==> src/rtl/mux_n1_scan.sv <==
`default_nettype none
// ============================================================================
// Module   : mux_n1_scan
// Brief    : Registered N:1 multiplexer with manual select or auto-scan with
//            per-channel dwell, hold and scan-wrap pulse.
// Revision : 1.0
// ============================================================================
module mux_n1_scan #(
    parameter int  WIDTH    = 8,
    parameter int  CHANNELS = 4,
    parameter int  DWELL    = 4,
    localparam int SEL_W    = (CHANNELS > 2) ? $clog2(CHANNELS) : 1
) (
    input  logic                      clk,
    input  logic                      rst_n,
    input  logic                      mode,
    input  logic [SEL_W-1:0]          sel,
    input  logic                      hold,
    input  logic [CHANNELS*WIDTH-1:0] mux_in,
    output logic [WIDTH-1:0]          mux_out,
    output logic [SEL_W-1:0]          ch_out,
    output logic                      out_valid,
    output logic                      scan_wrap
);

    localparam int DCNT_W = (DWELL > 1) ? $clog2(DWELL) : 1;

    localparam logic [0:0]        c_ST_MANUAL  = 1'b0;
    localparam logic [0:0]        c_ST_SCAN    = 1'b1;
    localparam logic [SEL_W:0]    c_NUM_CH     = (SEL_W+1)'(CHANNELS);
    localparam logic [SEL_W-1:0]  c_LAST_CH    = SEL_W'(CHANNELS - 1);
    localparam logic [DCNT_W-1:0] c_DWELL_LAST = DCNT_W'(DWELL - 1);

    logic [0:0]        r_state;
    logic [0:0]        w_state_nxt;
    logic [SEL_W-1:0]  r_ptr;
    logic [DCNT_W-1:0] r_dcnt;

    logic [SEL_W-1:0]  w_ptr_nxt;
    logic [DCNT_W-1:0] w_dcnt_nxt;
    logic [SEL_W-1:0]  w_idx;
    logic              w_load;
    logic              w_valid;
    logic              w_wrap;
    logic              w_sel_ok;
    logic [SEL_W-1:0]  w_sel_eff;

    logic [WIDTH-1:0]  w_ch [CHANNELS];

    generate
        for (genvar k = 0; k < CHANNELS; k++) begin : g_unpack
            assign w_ch[k] = mux_in[k*WIDTH +: WIDTH];
        end
    endgenerate

    assign w_sel_ok  = ({1'b0, sel} < c_NUM_CH);
    assign w_sel_eff = w_sel_ok ? sel : '0;

    always_ff @(posedge clk or negedge rst_n) begin
        if (!rst_n) begin
            r_state <= c_ST_MANUAL;
        end else begin
            r_state <= w_state_nxt;
        end
    end

    always_comb begin
        w_state_nxt = mode ? c_ST_SCAN : c_ST_MANUAL;
    end

    // The presented channel is the pointer after this edge's update, so the
    // entry edge into scan counts as the first dwell cycle of the start channel.
    always_comb begin
        w_ptr_nxt  = r_ptr;
        w_dcnt_nxt = r_dcnt;
        w_idx      = ch_out;
        w_load     = 1'b0;
        w_valid    = 1'b0;
        w_wrap     = 1'b0;
        case (w_state_nxt)
            c_ST_MANUAL: begin
                if (w_sel_ok) begin
                    w_load  = 1'b1;
                    w_idx   = sel;
                    w_valid = 1'b1;
                end
            end
            c_ST_SCAN: begin
                if (r_state == c_ST_MANUAL) begin
                    w_ptr_nxt  = w_sel_eff;
                    w_dcnt_nxt = '0;
                end else if (!hold) begin
                    if (r_dcnt == c_DWELL_LAST) begin
                        w_dcnt_nxt = '0;
                        if (r_ptr == c_LAST_CH) begin
                            w_ptr_nxt = '0;
                            w_wrap    = 1'b1;
                        end else begin
                            w_ptr_nxt = r_ptr + SEL_W'(1);
                        end
                    end else begin
                        w_dcnt_nxt = r_dcnt + DCNT_W'(1);
                    end
                end
                w_load  = 1'b1;
                w_idx   = w_ptr_nxt;
                w_valid = 1'b1;
            end
            default: begin
                w_load = 1'b0;
            end
        endcase
    end

    always_ff @(posedge clk or negedge rst_n) begin
        if (!rst_n) begin
            r_ptr     <= '0;
            r_dcnt    <= '0;
            mux_out   <= '0;
            ch_out    <= '0;
            out_valid <= 1'b0;
            scan_wrap <= 1'b0;
        end else begin
            r_ptr     <= w_ptr_nxt;
            r_dcnt    <= w_dcnt_nxt;
            out_valid <= w_valid;
            scan_wrap <= w_wrap;
            if (w_load) begin
                mux_out <= w_ch[w_idx];
                ch_out  <= w_idx;
            end
        end
    end

endmodule
`default_nettype wire

==> config.mk <==
export PLATFORM = sky130hd
export DESIGN_NAME = mux_n1_scan
export DESIGN_NICKNAME = d
export VERILOG_FILES = /design/src/rtl/mux_n1_scan.sv
export SDC_FILE = /design/constraint.sdc
export NUM_CORES = 1
export LEC_CHECK = 0
export BUFFER_PORTS_ARGS = -buffer_cell sky130_fd_sc_hd__buf_2
export CORE_MARGIN = 3
export CORE_UTILIZATION = 49
export DETAILED_ROUTE_END_ITERATION = 8
export PLACE_DENSITY = 0.83
export SETUP_SLACK_MARGIN = 0.3
export SLEW_MARGIN = 20
export SYNTH_ARGS = -nofsm -noshare
export SYNTH_HDL_FRONTEND = slang
export SYNTH_SLANG_ARGS = --single-unit
==> constraint.sdc <==
create_clock -name clk -period 3.1 [get_ports clk]
set_input_delay 0.62 -clock clk [delete_from_list [all_inputs] [get_ports clk]]
set_output_delay 0.62 -clock clk [all_outputs]
set_load 0.01 [all_outputs]
==> flow_results.org, run 1 <==
** Status
- Run status :: complete, no violations

** Yosys
- After synthesis, the mean cell area works out to around 10 um2.
- Sequential area share after synthesis :: 0.389
- Syn_nets :: 149
- Total of flip-flops plus latches after synthesis :: 17
- By area, the combinational part of the netlist is dominated by compound AO/OA/AOI/OAI gates.
- Of the total synthesized cell area, the portion taken by AND, OR, NAND and NOR gates is 0.202.
- Unique cell type count in the Yosys netlist :: 32
- Measured against the total synthesized area, the mux share comes to 0.
- Of the total synthesized cell area, the portion taken by XOR and XNOR cells is 0.
- The synthesized design contains 0 enable-type register cells.
- For this run, the leading register cell type out of synthesis is sky130_fd_sc_hd__dfrtp_1.
- The compound-cell area share of the yosys netlist was 0.310.
- Of the total synthesized cell area, the portion taken by full adders, half adders and majority gates is 0.0229.
- The Yosys step of the flow raised 0 warnings.
- Number of instances in the synthesized netlist :: 109
- In this run the cell area of the synthesized design comes to 0.00109 mm2.
- Async set or reset register ratio after synthesis :: 1.00

** Power and ir drop
- Clock power frac :: 0.223
- Across the VDD grid, the largest voltage drop is 0.312 mV.
- Design Power :: 566 uW
- Static power due to leakage :: 0.000597 uW
- P per Cell Area :: 420 mW/mm2
- The analysis attributes to net switching a power of approximately 190 uW.
- Of the total power, the share spent switching nets is 0.333.
- Part of the power in combinational logic :: 0.302
- The share of total power dissipated in sequential elements is 0.475.
- The internal portion of the total power is 378 uW.

** STA
- In the finished design, the share of the clock period the worst path needs comes to 0.691.
- Final setup violation count :: 0
- Based on the critical path, the design can be clocked at up to 467 MHz.
- For the finished layout, the period the worst path requires is between 2 and 2.5 ns.
- The worst pin sits at a relative slew slack of 0.597.
- Number of hold violations in the final report :: 0
- Setup repair after global routing left no endpoint under its margin.
- Final setup TNS :: 0 ns
- Transition time at the pin with the least slew margin :: between 0.6 and 0.7 ns
- Worst Clk Skew :: approximately 0.0024 ns
- The number of pins with negative max-slew slack in the final report was 0.

** Setup path
- In this design, the stage delay of the slowest critical-path cell is 0.51 ns.
- Startpoint-to-endpoint class of the critical path :: flip-flop to flip-flop
- Data on the critical path arrives at its endpoint at 2.31 ns.
- Worst R2R Path Depth :: 5
- Sort of element at the end of the critical path :: flip-flop
- The slowest stage of the critical path is the sky130_fd_sc_hd__dfrtp_1 cell.
- The worst setup path is launched from a flip-flop.
- CP Data Required Time :: 3.27 ns
- List of cells traversed by the critical path :: ha_1 -> and3b_2 -> a211oi_4 -> or2_1 -> a32oi_1
- In this run the worst path has a maximum fanout of 9.
- The worst register-to-register path has a setup slack of 0.96 ns.

** CTS
- CTS built an H-tree with a depth of 1.
- Clock tree synthesis found a total of 17 sinks.
- Buffers inserted to repair hold after CTS numbered 0.
- Num CTS Buffers :: 3
- For the worst-skew pair, the clock arrives at the later sink with an insertion delay of 0.30 ns.
- The root buffer cell chosen for the clock tree is sky130_fd_sc_hd__clkbuf_4.
- Resized Gates After CTS :: 0
- TritonCTS clock tree :: done
- Post-CTS Setup Bufs :: 0
- Clock-pin slew was measured on the worst setup and hold paths at 0.11 ns.
- In this run the deepest clock path goes through 2 buffers.

** Detailed routing
- The detailed router finished its first iteration with 29 violations.
- Detailed-route wire length per cell :: around 14 um
- After detailed routing, the number of remaining DRC violations is 0.
- The routed layout has 1,022 vias.
- After detailed routing, the total wire length is around 2.6 mm.
- In this run the remaining antenna-violating nets after routing total 0.
- Dividing the detail-routed via count by the number of cells gives about 5.6.
- Iteration count of the initial detailed-routing pass :: 4

** Die
- The die covers 0.00283 mm2.
- Height of the chip :: 53.2 um
- After floorplanning, the core was divided into 16 placement rows.
- The initial utilization of the core area, before any placement, comes to 0.535.
- 50 I/O pins were placed.
- Measured along the x axis, the die boundary spans 53.2 um.
- The total area inside the core boundary comes to 0.00204 mm2.

** Cells and area
- Number of antenna cells inserted :: 0
- Of the cells placed in the final design, the portion with a size suffix greater than 1 is 0.413.
- Filler cell count in the final layout :: 180
- Net total in the final layout :: 196
- Layout Cells excl Fill :: ~180
- Share of the core filled with cells in the final layout :: 0.661
- Layout Area Growth over Synthesis :: 23.5%
- With fillers left out, the area of the finished cells amounts to 0.00135 mm2.

** Run
- Across the run, the number of max-cap violations was 0.

** Global route
- Entering global routing, the biggest net connects 34 pins.
- For this run, the total global-route usage over all layers was measured as 0.197.
- Global routing finished with a remaining overflow of 0.
- The initial antenna violation count is 0.
- The first global-routing pass estimated about 4 mm of wire.
- The via count of the first global-routing pass came to roughly 900.

** Placement
- Summed over all nets, the half-perimeter wirelength after detailed placement is 2.03 mm.
- Routability-driven placement finished with a final weighted congestion of ~0.8.
- After detailed placement, the design holds a cell count of 178.
- Post-place instance area :: between 0.001 and 0.0015 mm2
- Number of port buffers :: between 40 and 50

** Min path
- The worst hold path belongs to the class primary input to asynchronous set/reset pin.
through the flow:
| stage | hold slack, ns | setup slack [ns] |
|---|---|---|
| 2_1_floorplan | 0.324 | 1.30 |
| 3_3_place_gp | 0.540 | 1.05 |
| 3_5_place_dp | 0.567 | 0.991 |
| 4_1_cts | 0.237 | 0.974 |
| 5_1_grt | 0.240 | 0.854 |
| 6_report | 0.221 | 0.958 |
worst max-delay path, delay by kind of cell (launching register included):
family                     cells  cell delay, ns
and+or+nand+nor                2            0.58
adders and majority gates      1            0.37
DFF                            1            0.51
AOI/OAI and AO/OA              2            0.54
Yosys cell counts (all sizes together) (4+ instances only):
cell type / n / share of area
dfrtp: 17 / 0.39
o21ai: 17 / 0.081
a211oi: 10 / 0.092
a32oi: 8 / 0.064
nand3b: 8 / 0.055
nor2b: 6 / 0.034
buf: 5 / 0.045
inv: 5 / 0.017
nor2: 4 / 0.014
per-layer routing:
metal / global-route usage / part of all wire / up-vias
met5: 0 / 0 / -
met4: 0.0511 / 0.0096 / 0
met3: 0.0394 / 0.076 / 5
met2: 0.329 / 0.50 / 44
met1: 0.256 / 0.41 / 471
li1: - / - / 502
cell usage in the layout, fill, tap and decap left out, drive strengths merged:
master	count
o221ai	1
o21ai	17
a211oi	10
and2	1
nand2b	1
nor2b	6
or2	1
nand2	3
a22oi	3
inv	5
o22ai	2
buf	50
conb	1
dfrtp	17
nor4b	1
nand3b	8
a21oi	3
clkinvlp	1
and2b	3
nor2	4
and3b	1
ha	2
or3	1
a211o	1
clkbuf	3
nand3	1
a32oi	8
power by group through the flow:
stage,clock (uW),sequential [uW],combinational (uW)
floorplan,0,282,98.0
global placement,0,272,163
detailed placement,0,274,171
CTS,128,269,172
global route,140,273,190
finish,126,269,171
cells by family after synthesis:
family | count (synthesis)
compound gates | 45
other cells | 1
flops | 17
simple gates | 31
buf+inv | 13
fa+ha+maj | 2
state kept, by name, summed over array words and instances, names as in the netlist:
name       cells
r_ptr          2
ch_out         2
mux_out        8
out_valid      1
scan_wrap      1
r_dcnt         2
r_state        1
final timing paths:
path | from | end
setup / recovery | r_ptr[0] | mux_out[7]
hold / removal | rst_n | mux_out[1]
hold reg to reg | r_dcnt[0] | r_dcnt[0]
min in group clk | mode | r_state
max in group asynchronous | rst_n | mux_out[6]
setup reg to reg | r_ptr[0] | mux_out[7]
cell type report:
cell class | instances | area, um2 | share of cell area
inverter | 5 | 18.8 | 0.0139
clock inverter | 1 | 7.51 | 0.00557
clock buffer | 3 | 22.5 | 0.0167
tap | 27 | 33.8 | 0.0250
sequential | 17 | 425 | 0.315
timing repair buffer | 50 | 253 | 0.187
multi-input combinational | 79 | 588 | 0.436
Power figures use the tool's default switching activity.
==> inputs of run 2 (changes only) <==
Settings changed: CORE_UTILIZATION 49 to 41, PLACE_DENSITY 0.83 to 0.74.
Clock period 3.1 ns to 1.8 ns, I/O delays scaled along.
==> flow_results.org, run 2 (same netlist as run 1, synthesis figures left out) <==
** CTS
- The tree is rooted in a sky130_fd_sc_hd__clkbuf_4.
- Clock sink count :: 17 (unchanged)
- The clock slew at the register clock pins of the worst setup and hold paths came to 0.11 ns (about the same).
- TritonCTS clock tree :: done
- The number of levels the H-tree was split into is 1 (unchanged).
- Clock insertion delay at the later pin of the skew report :: 0.31 ns (about the same)
- The TritonCTS buffer count is 3 (unchanged).
- The clock tree buffer depth was 2 (unchanged).

** Cells and area
- The final-stage net count was 211 (+7.7%).
- Counting flops per register, the top entry is mux_out.
- Layout Area Growth over Synthesis :: 42.0%
- The number of filler instances in the final layout is 211 (+17%).
- Area occupied by multi-input gates :: 679 um2 (+16%)
- Leaving out fill and tap cells, the most frequent cell in the layout is sky130_fd_sc_hd__buf_2.
- Number of antenna cells inserted :: 0 (unchanged)
- Largest register FFs :: 8 (unchanged)
- Commonest cells after routing, fill and taps aside :: sky130_fd_sc_hd__buf_2, sky130_fd_sc_hd__dfrtp_1, sky130_fd_sc_hd__buf_4
- The fraction of final layout cells sized beyond drive strength 1 is 0.535 (+0.122).
- FF+latch area :: 428 um2 (+0.59%)

** Power and ir drop
- Worst voltage drop across the vdd grid :: 0.516 mV (+65%)
- The static power due to leakage is 0.000684 uW (+15%).
- The total power per unit cell area is 691 mW/mm2 (+65%).
- Design Power :: 1070 uW (+89%)

** Detailed routing
- Detailed-route vias per instance :: 5.53 (-1.6%)
- The number of iterations in the first detailed-routing pass is 4 (unchanged).
- The count of vias placed by the detailed router is 1,105 (+8.1%).
- DRT iter0 DRCs :: 51 (+76%)
- Count of antenna-violating nets left after detailed routing :: 0 (unchanged)
- Aggregate routed wire length :: 3.15 mm (+21%)
- # DRC :: 0 (unchanged)
- The detailed-route wire length per cell came to 15.7 um (+9.9%).

** Setup path
- Register-to-register setup slack :: 0.08 ns (-0.88 ns)
- The worst register-to-register path ends at mux_out[5].
- Sort of element at the end of the critical path :: flip-flop
- Signal arrival time at the worst endpoint :: 1.92 ns (-0.39 ns)
- The worst setup path is of the flip-flop to flip-flop kind.
- The required arrival time at the worst endpoint came to 1.99 ns (-1.28 ns).
- Startpoint class of the critical path :: flip-flop
- In this run the critical register-to-register path is launched from r_ptr[0].
- The number of cells traversed by the worst register-to-register path was 7 (+2).
- The maximum fanout along the worst path was 8 (-1).

** STA
- Pins over their slew limit :: 0 (unchanged)
- The total of endpoints with negative setup slack in the final report came to 0 (unchanged).
- The sum of negative setup slack came to 0 ns (unchanged).
- Number of hold violations in the final report :: 0 (unchanged)
- The post-route clock skew was 0.00914 ns (+0.00677 ns).
- Worst hold slack after final layout :: 0.210 ns (-0.0108 ns)
- Setup repair after global routing could not meet its margin everywhere.
- Achievable clock frequency :: 580 MHz (+24%)
- The minimum period implied by the final worst setup slack is 1.72 ns (-0.417 ns).
- The final period utilization is 0.958 (+0.267).

** Placement
- The placed wire-length estimate after detailed placement was 2.06 mm (+1.8%).
- The global placement routability congestion is 0.751 (-7.0%).
- Number of port buffers :: 49 (unchanged)

** Global route
- The via count of the first global-routing pass was 959 (+7.2%).
- The initial antenna violation count was 0 (unchanged).
- The overall overflow remaining after global route was 0 (unchanged).
- The first-pass GRT wire length came to 4.39 mm (+9.5%).
- Largest net degree at the start of global routing :: 24 (-29%)
- The overall global routing resource usage is 0.171 (-0.0258).

** Die
- The die area is 0.00332 mm2 (+17%).
- Effective utilization at floorplan :: 0.437 (-0.0980)
- The number of I/O pins was 50 (unchanged).
- Placeable core region :: 0.00250 mm2 (+22%)
- Height of the chip :: 57.6 um (+8.3%)
- Std-Cell Rows :: 18 (+2)
- Chip width :: 57.6 um (+8.3%)

** Min path
- Along the worst hold path, the cell count comes to 1.
- Worst-case hold path end point :: r_state
- Hold wc startpoint :: mode
- Worst min path class :: primary input to flip-flop

** Status
- The run finished with clean final reports.

** Run
- The count of maximum capacitance violations came to 0 (unchanged).
run 2: power breakdown:
part / internal, uW / total [uW] / switching (uW) / leakage, uW
combinational: 196 / 392 / 196 / 0.000467
sequential: 432 / 460 / 28.7 / 0.000200
clock: 83.1 / 220 / 137 / 0.0000177
total: 710 / 1070 / 362 / 0.000684
run 2: worst max-delay path, stage by stage, from the launching register on:
cell	delay (ns)
sky130_fd_sc_hd__dfrtp_2	0.45
sky130_fd_sc_hd__ha_4	0.18
sky130_fd_sc_hd__nor4b_4	0.26
sky130_fd_sc_hd__buf_4	0.19
sky130_fd_sc_hd__a211oi_4	0.04
sky130_fd_sc_hd__buf_4	0.18
sky130_fd_sc_hd__o21ai_0	0.18
sky130_fd_sc_hd__a32oi_1	0.13
run 2: what timing repair did:
item	in CTS	in global routing
setup endpoints to repair	10	11
hold buffers	1	0
hold endpoints to repair	17	0
pin swaps	2	8
gates resized for setup	4	15
setup buffers	2	6
gates cloned	0	1
run 2: worst max path at each step:
stage          startpoint         end  depth (start not counted)
2_1_floorplan    r_ptr[0]  mux_out[0]                          6
3_3_place_gp    r_dcnt[0]  mux_out[2]                          5
3_5_place_dp    r_dcnt[0]  mux_out[1]                          5
4_1_cts          r_ptr[0]  mux_out[1]                          5
5_1_grt          r_ptr[0]  mux_out[5]                          7
6_report         r_ptr[0]  mux_out[5]                          7
run 2: area by class of cell:
type	instances	area share
multi-input cells	80	0.438
flip-flops and latches	17	0.276
repair buffers	64	0.232
well taps	30	0.0242
clock buffers	3	0.0145
inverters	5	0.0121
clock inverters	1	0.00323
run 2: stage by stage:
step | util | std cells | instance area, um2 | setup slack (ns)
global placement | 0.555 | 186 | 1390 | 0.0547
floorplan | - | 109 | 1120 | 0.156
CTS | 0.583 | 193 | 1460 | 0.109
detailed placement | 0.555 | 186 | 1390 | -0.0299
global route | 0.621 | 200 | 1550 | 0.0192
finish | 0.621 | 200 | 1550 | 0.0752
run 2: routing by layer:
| layer | wire [um] | vias up | part of all wire | GRT usage |
|---|---|---|---|---|
| met2 | 1540 | 43 | 0.49 | 0.263 |
| met4 | 71 | 0 | 0.023 | 0.0795 |
| met1 | 1380 | 519 | 0.44 | 0.240 |
| met5 | 0 | - | 0 | 0 |
| li1 | - | 536 | - | - |
| met3 | 156 | 7 | 0.050 | 0.0200 |
